**src/rtl/alu_arbiter.sv**
```systemverilog
// alu_arbiter: round-robin arbiter giving NREQ requesters one-at-a-time access to a shared ALU.
// Define ALU_ARB_STATS_EN to add the grant_cnt output (saturating per-requester accept counters).
module alu_arbiter #(
    parameter int NREQ = 2
) (
    input  logic               clk,
    input  logic               rst_n,
    input  logic [NREQ-1:0]    req_valid,
    output logic [NREQ-1:0]    req_ready,
    input  logic [6*NREQ-1:0]  req_op,
    input  logic [32*NREQ-1:0] req_rv1,
    input  logic [32*NREQ-1:0] req_rv2,
    output logic               rsp_valid,
    input  logic               rsp_ready,
    output logic [1:0]         rsp_id,
    output logic [31:0]        rsp_data,
    output logic [5:0]         alu_op,
    output logic [31:0]        alu_rv1,
    output logic [31:0]        alu_rv2,
    input  logic [31:0]        alu_rvout
`ifdef ALU_ARB_STATS_EN
    ,
    output logic [16*NREQ-1:0] grant_cnt
`endif
);

    typedef enum logic [1:0] {S_IDLE, S_EXEC, S_RESP} state_t;

    state_t      state_q, state_d;
    logic [1:0]  rr_ptr_q, rr_ptr_d;
    logic [1:0]  id_q, id_d;
    logic [5:0]  op_q, op_d;
    logic [31:0] rv1_q, rv1_d;
    logic [31:0] rv2_q, rv2_d;
    logic [31:0] data_q, data_d;

    logic        gnt_found;
    logic [1:0]  gnt_idx;
    logic [5:0]  op_sel;
    logic [31:0] rv1_sel, rv2_sel;
    logic        accept;

    // Descending scans keep the lowest hit: first among indices >= rr_ptr, else wrap to the lowest overall.
    always_comb begin
        gnt_found = 1'b0;
        gnt_idx   = '0;
        for (int i = NREQ - 1; i >= 0; i--) begin
            if (req_valid[i] && (i >= int'(rr_ptr_q))) begin
                gnt_found = 1'b1;
                gnt_idx   = 2'(i);
            end
        end
        if (!gnt_found) begin
            for (int i = NREQ - 1; i >= 0; i--) begin
                if (req_valid[i]) begin
                    gnt_found = 1'b1;
                    gnt_idx   = 2'(i);
                end
            end
        end
    end

    always_comb begin
        op_sel  = '0;
        rv1_sel = '0;
        rv2_sel = '0;
        for (int i = 0; i < NREQ; i++) begin
            if (int'(gnt_idx) == i) begin
                op_sel  = req_op[6*i +: 6];
                rv1_sel = req_rv1[32*i +: 32];
                rv2_sel = req_rv2[32*i +: 32];
            end
        end
    end

    assign accept = (state_q == S_IDLE) && gnt_found;

    always_comb begin
        req_ready = '0;
        for (int i = 0; i < NREQ; i++) begin
            req_ready[i] = rst_n && accept && (int'(gnt_idx) == i);
        end
    end

    always_comb begin
        state_d  = state_q;
        rr_ptr_d = rr_ptr_q;
        id_d     = id_q;
        op_d     = op_q;
        rv1_d    = rv1_q;
        rv2_d    = rv2_q;
        data_d   = data_q;
        case (state_q)
            S_IDLE: begin
                if (accept) begin
                    op_d     = op_sel;
                    rv1_d    = rv1_sel;
                    rv2_d    = rv2_sel;
                    id_d     = gnt_idx;
                    rr_ptr_d = (int'(gnt_idx) == NREQ - 1) ? 2'd0 : gnt_idx + 2'd1;
                    state_d  = S_EXEC;
                end
            end
            S_EXEC: begin
                data_d  = alu_rvout;
                state_d = S_RESP;
            end
            S_RESP: begin
                if (rsp_ready) state_d = S_IDLE;
            end
            default: state_d = S_IDLE;
        endcase
    end

    always_ff @(posedge clk or negedge rst_n) begin
        if (!rst_n) begin
            state_q  <= S_IDLE;
            rr_ptr_q <= '0;
            id_q     <= '0;
            op_q     <= '0;
            rv1_q    <= '0;
            rv2_q    <= '0;
            data_q   <= '0;
        end else begin
            state_q  <= state_d;
            rr_ptr_q <= rr_ptr_d;
            id_q     <= id_d;
            op_q     <= op_d;
            rv1_q    <= rv1_d;
            rv2_q    <= rv2_d;
            data_q   <= data_d;
        end
    end

    assign rsp_valid = (state_q == S_RESP);
    assign rsp_id    = id_q;
    assign rsp_data  = data_q;
    assign alu_op    = op_q;
    assign alu_rv1   = rv1_q;
    assign alu_rv2   = rv2_q;

`ifdef ALU_ARB_STATS_EN
    for (genvar g = 0; g < NREQ; g++) begin : g_stats
        logic [15:0] cnt_q;
        always_ff @(posedge clk or negedge rst_n) begin
            if (!rst_n) begin
                cnt_q <= '0;
            end else if (accept && (int'(gnt_idx) == g) && (cnt_q != 16'hFFFF)) begin
                cnt_q <= cnt_q + 16'd1;
            end
        end
        assign grant_cnt[16*g +: 16] = cnt_q;
    end
`endif

endmodule

```
**config.mk**
```make
export PLATFORM = sky130hd
export DESIGN_NAME = alu_arbiter
export DESIGN_NICKNAME = d
export VERILOG_FILES = /design/src/rtl/alu_arbiter.sv
export SDC_FILE = /design/constraint.sdc
export NUM_CORES = 1
export LEC_CHECK = 0
export ABC_CLOCK_PERIOD_IN_PS = 1740
export BUFFER_PORTS_ARGS = -buffer_cell sky130_fd_sc_hd__buf_2
export CORE_ASPECT_RATIO = 1.2
export CORE_UTILIZATION = 47
export CTS_CLUSTER_SIZE = 12
export DETAILED_ROUTE_END_ITERATION = 16
export PLACE_DENSITY = 0.81
export SYNTH_ARGS = -nofsm -noshare
export SYNTH_HDL_FRONTEND = slang
export SYNTH_SLANG_ARGS = --single-unit
```
**constraint.sdc**
```tcl
create_clock -name clk -period 1.74 [get_ports clk]
set_input_delay 0.174 -clock clk [delete_from_list [all_inputs] [get_ports clk]]
set_output_delay 0.174 -clock clk [all_outputs]
set_load 0.05 [all_outputs]
```
==> run summary, run 1 <==
Sequential cells were found to cover 45.3% of the synthesized design area. The logs give 0 for the final-report max-slew violation count and 48.4% for the starting utilization of the core area. Across all hold checks on the routed design, the worst slack comes to 40.5 ps.

The H-tree generated during clock tree synthesis spans 3 levels. Data on the critical path arrives at its endpoint at 1470 ps. Routability-driven placement finished with a final weighted congestion of 0.805. The total die area was 12900 sq um; the final cycle utilization of the critical path was 94.4%. The floorplan step defined a core boundary enclosing 12100 sq um. The final critical delay including setup and external delays works out to 1640 ps. In this run the critical register-to-register path is captured at alu_rv2[12]$_DFFE_PN0P_.

The clock reaches the later pin of the worst-skew pair after 340 ps. The sum of negative setup slack is 0 ps, and the count of distinct cell types in the synthesized netlist is 23. STA puts the critical path data required time at 1570 ps. The die width came out at 104 um.

Sorting the synthesized cells by how often they occur yields 106 x sky130_fd_sc_hd__dfrtp_1, 72 x sky130_fd_sc_hd__a21oi_1, 71 x sky130_fd_sc_hd__o21ai_0. The launching element type of the critical path was a flip-flop. Power density over the cells: 2290 nW/um^2. The logs give 284 for the I/O pin count and 2 for the maximum clock path buffer count. Setup violations remaining at the end of the flow were counted as 0.

The count of port buffers added during placement is 282, and the first-pass GRT wire length is 26400 um. Yosys attributes the largest share of cell area to sky130_fd_sc_hd__dfrtp_1 45%, sky130_fd_sc_hd__a31oi_4 22%, sky130_fd_sc_hd__mux2_1 6.3%, sky130_fd_sc_hd__a21oi_1 6.2%, sky130_fd_sc_hd__o21ai_0 6.1%. In this run the critical register-to-register path is launched from state_q[1]$_DFFE_PN0P_.

The fraction of layout instances using a drive strength above 1 works out to 50.7%. The run gives 260 ps as the reg-to-reg setup timing slack. The fraction of registers with async set/reset works out to 100%.

The number of cells on the worst reg-to-reg path is 4. Yosys warning count: 0. At the pin with the least slew margin, the transition time is 718 ps. For this design the static power due to leakage is 3.26 nW. After clock tree synthesis, the clock-pin slew on the worst setup and hold paths is 70 ps. The tools report the headroom to the max-slew limit as 52.1%. TritonCTS built the clock tree. The synthesized area divided by synthesized cell count works out to 11.9 sq um.

The via count is 5100. The type of the worst setup path is reg2out. The final count of hold timing violations was 0. The first routing iteration left 311 violations. From bottom edge to top edge, the die measures 124 um. The end point of the worst hold path is rsp_data[4]$_DFFE_PN0N_.

The number of nets with antenna violations after detailed routing came out at 0. VDD sags by at most 0.00132 V. The number of enable flip-flop cells after synthesis was 0; the clock sink count was 106. Entering global routing, the biggest net connects 107 pins.

For this run, the detailed router's first-pass iteration total came to 4. The clock skew came out at 12.8 ps. The tree is rooted in a sky130_fd_sc_hd__clkbuf_16.

The worst setup path is captured at a primary output. The flow ran to the end, and the final reports show no timing, DRC or antenna violations. Average wire per standard cell: 17.8 um.

Biggest area consumer among synthesized cells: sky130_fd_sc_hd__dfrtp_1. For the number of antenna violations at the first check in global routing, the log shows 1. Summed over all nets, the half-perimeter wirelength after detailed placement is 11800 um. The final layout contains routed wiring with a total length of 16300 um. The critical path starts at state_q[1]$_DFFE_PN0P_.

For this run, design rule violations remaining after detail routing come to 0. The maximum fanout count along the critical path was 6; the overflow left after global routing was 0. For the number of global-route vias before repair, the log shows 5223. The post-detailed-route via-to-cell ratio was 5.59. The count of max-cap constraint violations came out at 0. The most common flop cell mapped by yosys was sky130_fd_sc_hd__dfrtp_1. The worst slack at placement was 259 ps; the area overhead of the layout relative to synthesis was 30.7%. In this run the biggest area consumer among cell types represents 45.3% of the synthesized area.

Global routing used 25.8% of the available tracks across all layers. The number of synthesized register bits is 106. The run gives 922 as the number of nets at the end of the flow. In the post-route analysis, the smallest setup slack over all paths is 96.7 ps. The worst min-delay path category is in2reg.

The tools report the count of standard-cell rows as 44. Cell count after synthesis: 494. The worst hold path passes through 2 cells. Net count after synthesis: 671.

Setup repair after global routing left no endpoint under its margin. In this run the most critical hold path is launched from alu_rvout[4]. Based on the critical path, the design can be clocked at up to 609 MHz.

Buffers inserted during clock tree synthesis total 9. Among all cell types in the netlist, the one instantiated most often is sky130_fd_sc_hd__dfrtp_1. The logs give 17.5 mW for the post-layout total power and 5860 sq um for the netlist area before placement.
## cells in the final DEF, fill, tap and decap left out, drive strengths merged
cell | netlist | layout
dfrtp | 106 | 106
nand2b | 3 | 3
clkbuf | 45 | 10
nor2b | 1 | 1
mux2 | 33 | 33
bufinv | 0 | 2
nor2 | 2 | 2
and2 | 1 | 1
a21oi | 72 | 72
and3b | 1 | 1
a31oi | 70 | 70
or2 | 1 | 1
o21ai | 71 | 71
dlygate4sd3 | 0 | 1
clkinv | 0 | 2
conb | 1 | 1
and3 | 1 | 1
diode | 0 | 1
nand3 | 70 | 70
inv | 2 | 5
buf | 14 | 297
## through the flow
step,std cells,area [sq um],util (%)
2_1_floorplan,494,5860,-
3_3_place_gp,894,7310,60.3
3_5_place_dp,894,7310,60.3
4_1_cts,911,7650,63.1
5_1_grt,912,7650,63.2
6_report,912,7650,63.2
## metal layers
| layer | share of wire (%) | wire [um] | GRT usage (%) | vias to the layer above |
|---|---|---|---|---|
| met3 | 6.3 | 1020 | 4.40 | 40 |
| met4 | 3.2 | 517 | 12.8 | 0 |
| met2 | 52 | 8480 | 45.5 | 250 |
| li1 | - | - | - | 2334 |
| met5 | 0 | 0 | 0 | - |
| met1 | 38 | 6250 | 30.2 | 2476 |
## worst max path at each step
stage	endpoint	slack, ps	cells past startpoint
2_1_floorplan	req_ready[0]	20	4
3_3_place_gp	alu_rv2[12]$_DFFE_PN0P_	330	4
3_5_place_dp	alu_rv2[12]$_DFFE_PN0P_	260	4
4_1_cts	req_ready[1]	30	4
5_1_grt	req_ready[1]	20	4
6_report	req_ready[1]	100	4
## final cells by class
type,count,area [sq um]
timing repair buffer,299,1600
clock inverter,7,106
sequential,106,2650
inverter,2,7.51
antenna,1,2.50
clock buffer,9,225
fill,1004,4460
tap,161,201
multi-input combinational,327,2860
## power by group
group          internal (mW)  total, mW  switching, mW
logic                   3.06       10.8           7.77
clock network           1.29       2.24          0.955
registers               3.74       4.43          0.689
total                   8.08       17.5           9.42
## state kept, by name, indices dropped and copies added (netlist names)
| register | flops |
|---|---|
| alu_rv2 | 32 |
| rsp_id | 1 |
| state_q | 2 |
| rsp_data | 32 |
| alu_op | 6 |
| alu_rv1 | 32 |
| rr_ptr_q | 1 |
## kinds of logic (layout without fill, tap and decap cells)
| kind of cell | count (synthesis) | after routing | share of synthesized area [%] |
|---|---|---|---|
| AO/OA/AOI/OAI | 213 | 213 | 35.1 |
| flip-flops | 106 | 106 | 45.3 |
| AND/OR/NAND/NOR | 80 | 80 | 7.05 |
| buffers and inverters | 61 | 317 | 6.17 |
| multiplexers | 33 | 33 | 6.34 |
| other | 1 | 2 | 0.0640 |
## critical path, stage by stage, from the launching register on
cell,delay (ps)
sky130_fd_sc_hd__dfrtp_1,420
sky130_fd_sc_hd__nor2_4,130
sky130_fd_sc_hd__and2_4,190
sky130_fd_sc_hd__and3_1,170
sky130_fd_sc_hd__clkbuf_4,230
## what timing repair did
action                     4_1_cts  5_1_grt
hold endpoints to repair       106        0
hold buffers                     1        0
setup buffers                    0        0
setup endpoints to repair        0        2
gates resized for setup          0        3
Note: power is estimated with default switching activity, not from simulation.
==> run 2, diff against run 1 <==
Settings changed: MAX_ROUTING_LAYER set to met4.
==> run 2 against run 1 <==
Net effect: combinational power is essentially flat; critical path type unchanged; register-to-register slack about the same; design area did not move; worst hold slack improved by 2.4 ps; clock skew rose by 1.1 ps; die area is the same; count of clock-buffer cells in the layout unchanged; power decreased by 0.11%; maximum frequency hardly changed; final cell count is the same; critical path depth is the same; non-clock buffer count did not move; largest cell class unchanged.
==> run summary, run 2 (synthesis gave the netlist of run 1 again) <==
The maximum clock rate is 608 MHz (about the same). TritonCTS built the clock tree. The post-detailed-route via-to-cell ratio was 5.57 (-0.37%); the post-layout total power was 17.5 mW (-0.11%). The path class of the tightest hold or removal check is in2reg.

The tools report the violation count after the first detailed-routing iteration as 249 (-20%). The tools report the combinational fraction of design power as 61.9% (about the same). For the clock latency on the worst-skew pair, the log shows 340 ps (about the same).

The run gives 922 (unchanged) as the number of nets at the end of the flow. The pin count of the biggest net entering global routing is 107 (unchanged), and the proportion of total power due to net switching is 53.8% (about the same). The count of port buffers added during placement came out at 282 (unchanged). For the I/O pin count, the log shows 284 (unchanged). The tools report the length of the first detailed-routing pass in iterations as 4 (unchanged). Share of total power in the clock network: 12.8% (about the same). Leaving out fill and tap cells, the most frequent cells in the layout are 279 x sky130_fd_sc_hd__buf_2, 106 x sky130_fd_sc_hd__dfrtp_1, 72 x sky130_fd_sc_hd__a21oi_1.

The clock sink count was 106 (unchanged). The cell type of the slowest stage on the worst timing path was sky130_fd_sc_hd__dfrtp_1. The headroom to the max-slew limit is 52.2% (+0.070 points), and the final cycle utilization of the critical path is 94.5% (about the same). The tools report the weighted congestion at the end of routability-driven global placement as 0.817 (+1.5%).

The flow ran to the end, and the final reports show no timing, DRC or antenna violations. Depth of the critical timing path with buffers and inverters included: 4 (unchanged). Number of global-route vias before repair: 5233 (+0.19%). The instance count along the most critical hold path was 2 (unchanged); the area of all sequential standard cells was 2650 sq um (unchanged). For the overflow left after global routing, the log shows 0 (unchanged). Required time of the critical path: 1570 ps (about the same). The measured slew at the worst slew-check pin was 717 ps (-1.05 ps); the arrival time of the worst setup path was 1470 ps (about the same). The tools report the total global-route track usage as 26.5% (+0.70 points). The library cell used most frequently in the layout, excluding fill and tap cells, is sky130_fd_sc_hd__buf_2. The number of antenna violations at the first check in global routing was 1 (unchanged).

The reg-to-reg setup timing slack is 260 ps (about the same). The power spent charging and discharging nets came out at 9.40 mW (-0.20%). The core footprint was 12100 sq um (unchanged); the leakage component of the power was 3.26 nW (unchanged). The total half-perimeter wirelength after legalization and detailed placement came out at 11800 um (unchanged). The maximum clock path buffer count was 2 (unchanged). Final-report max-slew violation count: 0 (unchanged).

First-pass GRT wire length: 26400 um (-0.11%). The count of standard-cell rows was 44 (unchanged); the number of buffer and inverter stages on the critical path was 1 (unchanged). The average wire per standard cell works out to 17.8 um (-0.48%). The clock transition at the registers of the reported paths came out at 70 ps (about the same). For the final count of hold timing violations, the log shows 0 (unchanged). The worst setup path is of the reg2out kind.

The run gives 8.08 mW (about the same) as the cell-internal power. STA classifies the critical path endpoint as a primary output. The delay of the slowest cell on the worst path works out to 420 ps (about the same).

The final critical delay including setup and external delays is 1640 ps (+0.540 ps), and the maximum ir drop on the vdd rail is 0.00132 V (about the same). The tools report the DRC violation count after routing as 0 (unchanged). The die width was 104 um (unchanged); the logic depth of the worst register-to-register path was 4 (unchanged).

The tools report the number of endpoints failing setup at the final stage as 0 (unchanged). The fraction of layout instances using a drive strength above 1 works out to 50.7% (unchanged). The tools report the clock skew as 13.9 ps (+1.13 ps). The power density over the cells was 2280 nW/um^2 (-0.11%).

The root buffer selected by CTS was sky130_fd_sc_hd__clkbuf_16. The total die area came out at 12900 sq um (unchanged). The number of buffers inserted during clock tree synthesis was 9 (unchanged); the via count was 5081 (-0.37%).

The area overhead of the layout relative to synthesis was 30.7% (unchanged). The chip height was 124 um (unchanged); the sum of negative setup slack was 0 ps (unchanged). Number of nets with antenna violations after detailed routing: 0 (unchanged).

For the multi-input gate area in the final layout, the log shows 2860 sq um (unchanged). The sequential cell fraction of total power was 25.3% (about the same). The run gives 1004 (unchanged) as the number of fill cells in the layout. The tools report the count of max-cap constraint violations as 0 (unchanged). The logs give 3 (unchanged) for the H-tree depth reported by CTS and 16200 um (-0.48%) for the post-detailed-routing wire length. The kind of cell with the highest combined delay along the critical path is simple AND/OR/NAND/NOR gates.

Traced cell by cell, the critical path runs through nor2_4 > and2_4 > and3_1 > clkbuf_4. Setup repair after global routing left no endpoint under its margin. The starting utilization of the core area was 48.4% (unchanged); the maximum fanout count along the critical path was 6 (unchanged). The worst setup path is launched from a flip-flop.
[run 2: cell counts in the layout (fill, tap and decap cells not counted)]
No cell type changed its count.
[run 2: routing by layer]
metal,wire [um],GRT usage [%],up-vias
met1,6240,30.0,2467
met3,953,4.40,46
met5,0,-,-
met4,516,12.8,0
li1,-,-,2335
met2,8480,45.6,233
[run 2: what timing repair did]
action	4_1_cts	5_1_grt
resized for setup	0	3
setup buffers	0	0
hold buffers	1	0
setup endpoints to repair	0	2
hold endpoints to repair	106	0
[run 2: power by group through the flow]
| stage | Sequential, mW | Combinational (mW) | Clock (mW) |
|---|---|---|---|
| after CTS | 4.42 | 10.9 | 2.29 |
| after global placement | 4.40 | 10.6 | 0 |
| after floorplan | 8.65 | 4.45 | 0 |
| final | 4.43 | 10.8 | 2.23 |
| after detailed placement | 4.45 | 10.9 | 0 |
| after global routing | 4.56 | 11.4 | 2.39 |
[run 2: final timing paths]
check / from / endpoint
worst max-delay path: state_q[1]$_DFFE_PN0P_ / req_ready[1]
worst min-delay path: alu_rvout[4] / rsp_data[4]$_DFFE_PN0N_
worst max register to register: state_q[1]$_DFFE_PN0P_ / alu_rv2[12]$_DFFE_PN0P_
worst min register to register: rsp_data[4]$_DFFE_PN0N_ / rsp_data[4]$_DFFE_PN0N_
max in group asynchronous: rst_n / alu_rv2[9]$_DFFE_PN0P_
min in group asynchronous: rst_n / rsp_data[31]$_DFFE_PN0N_
[run 2: area by class of cell]
type                            instances  share of cell area, %
Timing Repair Buffer                  299                   20.9
Clock buffer                            9                   2.94
Antenna cell                            1                 0.0327
Sequential cell                       106                   34.7
Inverter                                2                 0.0981
Clock inverter                          7                   1.39
Multi-Input combinational cell        327                   37.4
Tap cell                              161                   2.63
[run 2: per-stage QoR]
stage                     worst slack [ps]  cell area, sq um  utilization, %  hold slack [ps]  cells
final                                 96.1              7650            63.2             42.8    912
after global routing                  16.8              7650            63.2             38.9    912
after CTS                             34.4              7650            63.1             32.8    911
after detailed placement               259              7310            60.3              346    894
after global placement                 326              7310            60.3              330    894
after floorplan                       22.5              5860               -             -122    494
==> run 3, diff against run 2 <==
Settings changed: BUFFER_PORTS_ARGS -buffer_cell sky130_fd_sc_hd__buf_2 to -buffer_cell sky130_fd_sc_hd__buf_4.
==> run 3 against run 2 <==
Net effect: final cell count decreased by 0.11%; global-route usage is 1.0 points higher; sequential power increased by 2%; sequential share of layout area down 2.8 points; count of clock-buffer cells in the layout stayed put; die area stayed put; critical path type unchanged; clock skew shrank 4.5 ps; worst hold slack worse by 10 ps; wire length up 6.1%.
==> run summary, run 3 (synthesis gave the netlist of run 1 again) <==
The run finished with clean final reports. By startpoint and endpoint, the worst setup path is classified as reg2out. The area overhead of the layout relative to synthesis works out to 42.1%. The signal on the critical path passes through nor2_4 > and2_4 > and3_1 > buf_6. The run gives 0 (unchanged) as the final count of hold timing violations. The tools report the count of standard-cell rows as 44 (unchanged). The tools report the core footprint as 12100 sq um (unchanged). The source of the critical timing path was state_q[1]$_DFFE_PN0P_. The tools report the maximum ir drop on the vdd rail as 0.00116 V (-12%). For the final-report max-slew violation count, the log shows 0 (unchanged). The post-detailed-routing wire length was 17200 um (+6.1%); the maximum clock rate was 600 MHz (-1.4%). The run gives 3.49 nW (+7.0%) as the leakage component of the power. Worst min-delay path category: in2reg. The clock sink count was 106 (unchanged). The count of max-cap constraint violations came out at 0 (unchanged). The sum of negative setup slack was 0 ps (unchanged); the die width was 104 um (unchanged). Setup repair after global routing left no endpoint under its margin. The run gives 9.40 ps (-4.53 ps) as the clock skew. The number of fill cells in the layout is 912 (-9.2%). The launching element type of the critical path is a flip-flop. The reg-to-reg setup timing slack was 180 ps (-80 ps); the I/O pin count was 284 (unchanged). The final cycle utilization of the critical path came out at 95.8% (+1.4 points). The logic depth of the worst register-to-register path is 5 (+1), and the average wire per standard cell is 18.9 um (+6.2%). For the weighted congestion at the end of routability-driven global placement, the log shows 0.837 (+2.4%).

The worst hold path begins at rsp_ready. The total half-perimeter wirelength after legalization and detailed placement is 12300 um (+4.6%). Leaving out fill and tap cells, the most frequent cells in the layout are 291 x sky130_fd_sc_hd__buf_4, 106 x sky130_fd_sc_hd__dfrtp_1, 72 x sky130_fd_sc_hd__a21oi_1. The delay of the slowest cell on the worst path was 420 ps (about the same); the number of endpoints failing setup at the final stage was 0 (unchanged).

The post-detailed-route via-to-cell ratio works out to 5.67 (+1.7%). The tools report the first-pass GRT wire length as 27300 um (+3.6%). The chip height works out to 124 um (unchanged). The headroom to the max-slew limit is 57.7% (+5.5 points). For the maximum clock path buffer count, the log shows 2 (unchanged). In this run the critical register-to-register path is launched from state_q[1]$_DFFE_PN0P_. Maximum fanout count along the critical path: 6 (unchanged). For the number of buffers inserted during clock tree synthesis, the log shows 9 (unchanged). The tools report the pin count of the biggest net entering global routing as 107 (unchanged). The worst register-to-register path ends at alu_rv2[11]$_DFFE_PN0P_. The power density over the cells works out to 2190 nW/um^2 (-4.2%).

The worst setup path is captured at a primary output. The run gives 5354 (+2.3%) as the number of global-route vias before repair. The H-tree depth reported by CTS came out at 3 (unchanged). The leading cell type in the layout, fill and taps excluded is sky130_fd_sc_hd__buf_4. The clock transition at the registers of the reported paths is 70 ps (about the same), and the count of port buffers added during placement is 282 (unchanged). In this run the clock root is driven by a sky130_fd_sc_hd__clkbuf_16. Via count: 5163 (+1.6%). The fraction of layout instances using a drive strength above 1 is 50.8% (+0.13 points). The overflow left after global routing came out at 0 (unchanged). The tools report the number of nets at the end of the flow as 922 (unchanged). The measured slew at the worst slew-check pin is 634 ps (-82.7 ps).

The run gives 5 (+1) as the length of the first detailed-routing pass in iterations. The run gives 48.4% (unchanged) as the starting utilization of the core area. The tools report the number of antenna violations at the first check in global routing as 0 (-1).

The cell type of the slowest stage on the worst timing path was sky130_fd_sc_hd__dfrtp_1. The tools report the end point of the worst hold path as state_q[1]$_DFFE_PN0P_. The post-layout total power was 18.2 mW (+4.2%). Instance count along the most critical hold path: 2 (unchanged).

The required time of the critical path was 1570 ps (about the same); the total die area was 12900 sq um (unchanged). The tools report the clock latency on the worst-skew pair as 340 ps (about the same). Violation count after the first detailed-routing iteration: 300 (+20%). The logs give 1490 ps (+20 ps) for the arrival time of the worst setup path and 0 (unchanged) for the number of nets with antenna violations after detailed routing. TritonCTS built the clock tree. DRC violation count after routing: 0 (unchanged). The final critical delay including setup and external delays came out at 1670 ps (+23.6 ps). Total global-route track usage: 27.5% (+1.0 points). The antenna diode count came out at 0 (-1).
[run 3: cell count changes in the layout (fill, tap and decap cells not counted), sizes merged]
cell and delta:
buf +1, clkbuf -1, bufinv -2, clkinv -1
clkinvlp +3, diode -1
[run 3: cell type report]
type                    count  area [sq um]  area share [%]
multi-input cells         327          2860            34.4
inverters                   2          7.51          0.0902
flip-flops and latches    106          2650            31.9
well taps                 161           201            2.42
clock buffers               9           225            2.71
clock inverters             7          60.1           0.721
repair buffers            299          2320            27.8
[run 3: how the worst max path moves through the flow]
stage,end,slack (ps)
after global placement,alu_rv1[30]$_DFFE_PN0P_,240
after global routing,req_ready[1],6
after CTS,req_ready[0],10
after floorplan,req_ready[0],20
final,req_ready[1],70
after detailed placement,alu_op[1]$_DFFE_PN0P_,170
[run 3: layer usage]
| layer | global-route usage [%] | share of wire [%] | up-vias |
|---|---|---|---|
| met5 | - | 0 | - |
| met1 | 31.5 | 38 | 2518 |
| met4 | 10.6 | 3.2 | 0 |
| met2 | 47.5 | 52 | 264 |
| li1 | - | - | 2334 |
| met3 | 5.39 | 6.4 | 47 |
[run 3: power by group]
group / switching [mW] / internal, mW / total, mW
Clock: 0.963 / 0.995 / 1.96
Combinational: 7.83 / 3.92 / 11.7
Sequential: 0.766 / 3.74 / 4.50
Total: 9.56 / 8.65 / 18.2
[run 3: what timing repair did]
| item | 4_1_cts | 5_1_grt |
|---|---|---|
| hold endpoints to repair | 106 | 0 |
| setup endpoints to repair | 0 | 2 |
| hold buffers | 1 | 0 |
| setup buffers | 0 | 1 |
| resized for setup | 0 | 3 |
[run 3: through the flow]
stage,setup slack (ps),util [%],instance area (sq um),std cells,hold WS (ps)
floorplan,22.5,-,5860,494,-122
global placement,239,66.2,8010,893,345
detailed placement,174,66.2,8010,893,340
CTS,14.1,68.6,8310,910,26.4
global route,6.39,68.7,8330,911,32.6
finish,72.5,68.7,8330,911,32.7
[run 3: worst max-delay path: cells and delay by family (launching register included)]
kind | cells | cell delay (ps)
simple gates | 3 | 560
flops | 1 | 420
buf+inv | 1 | 170
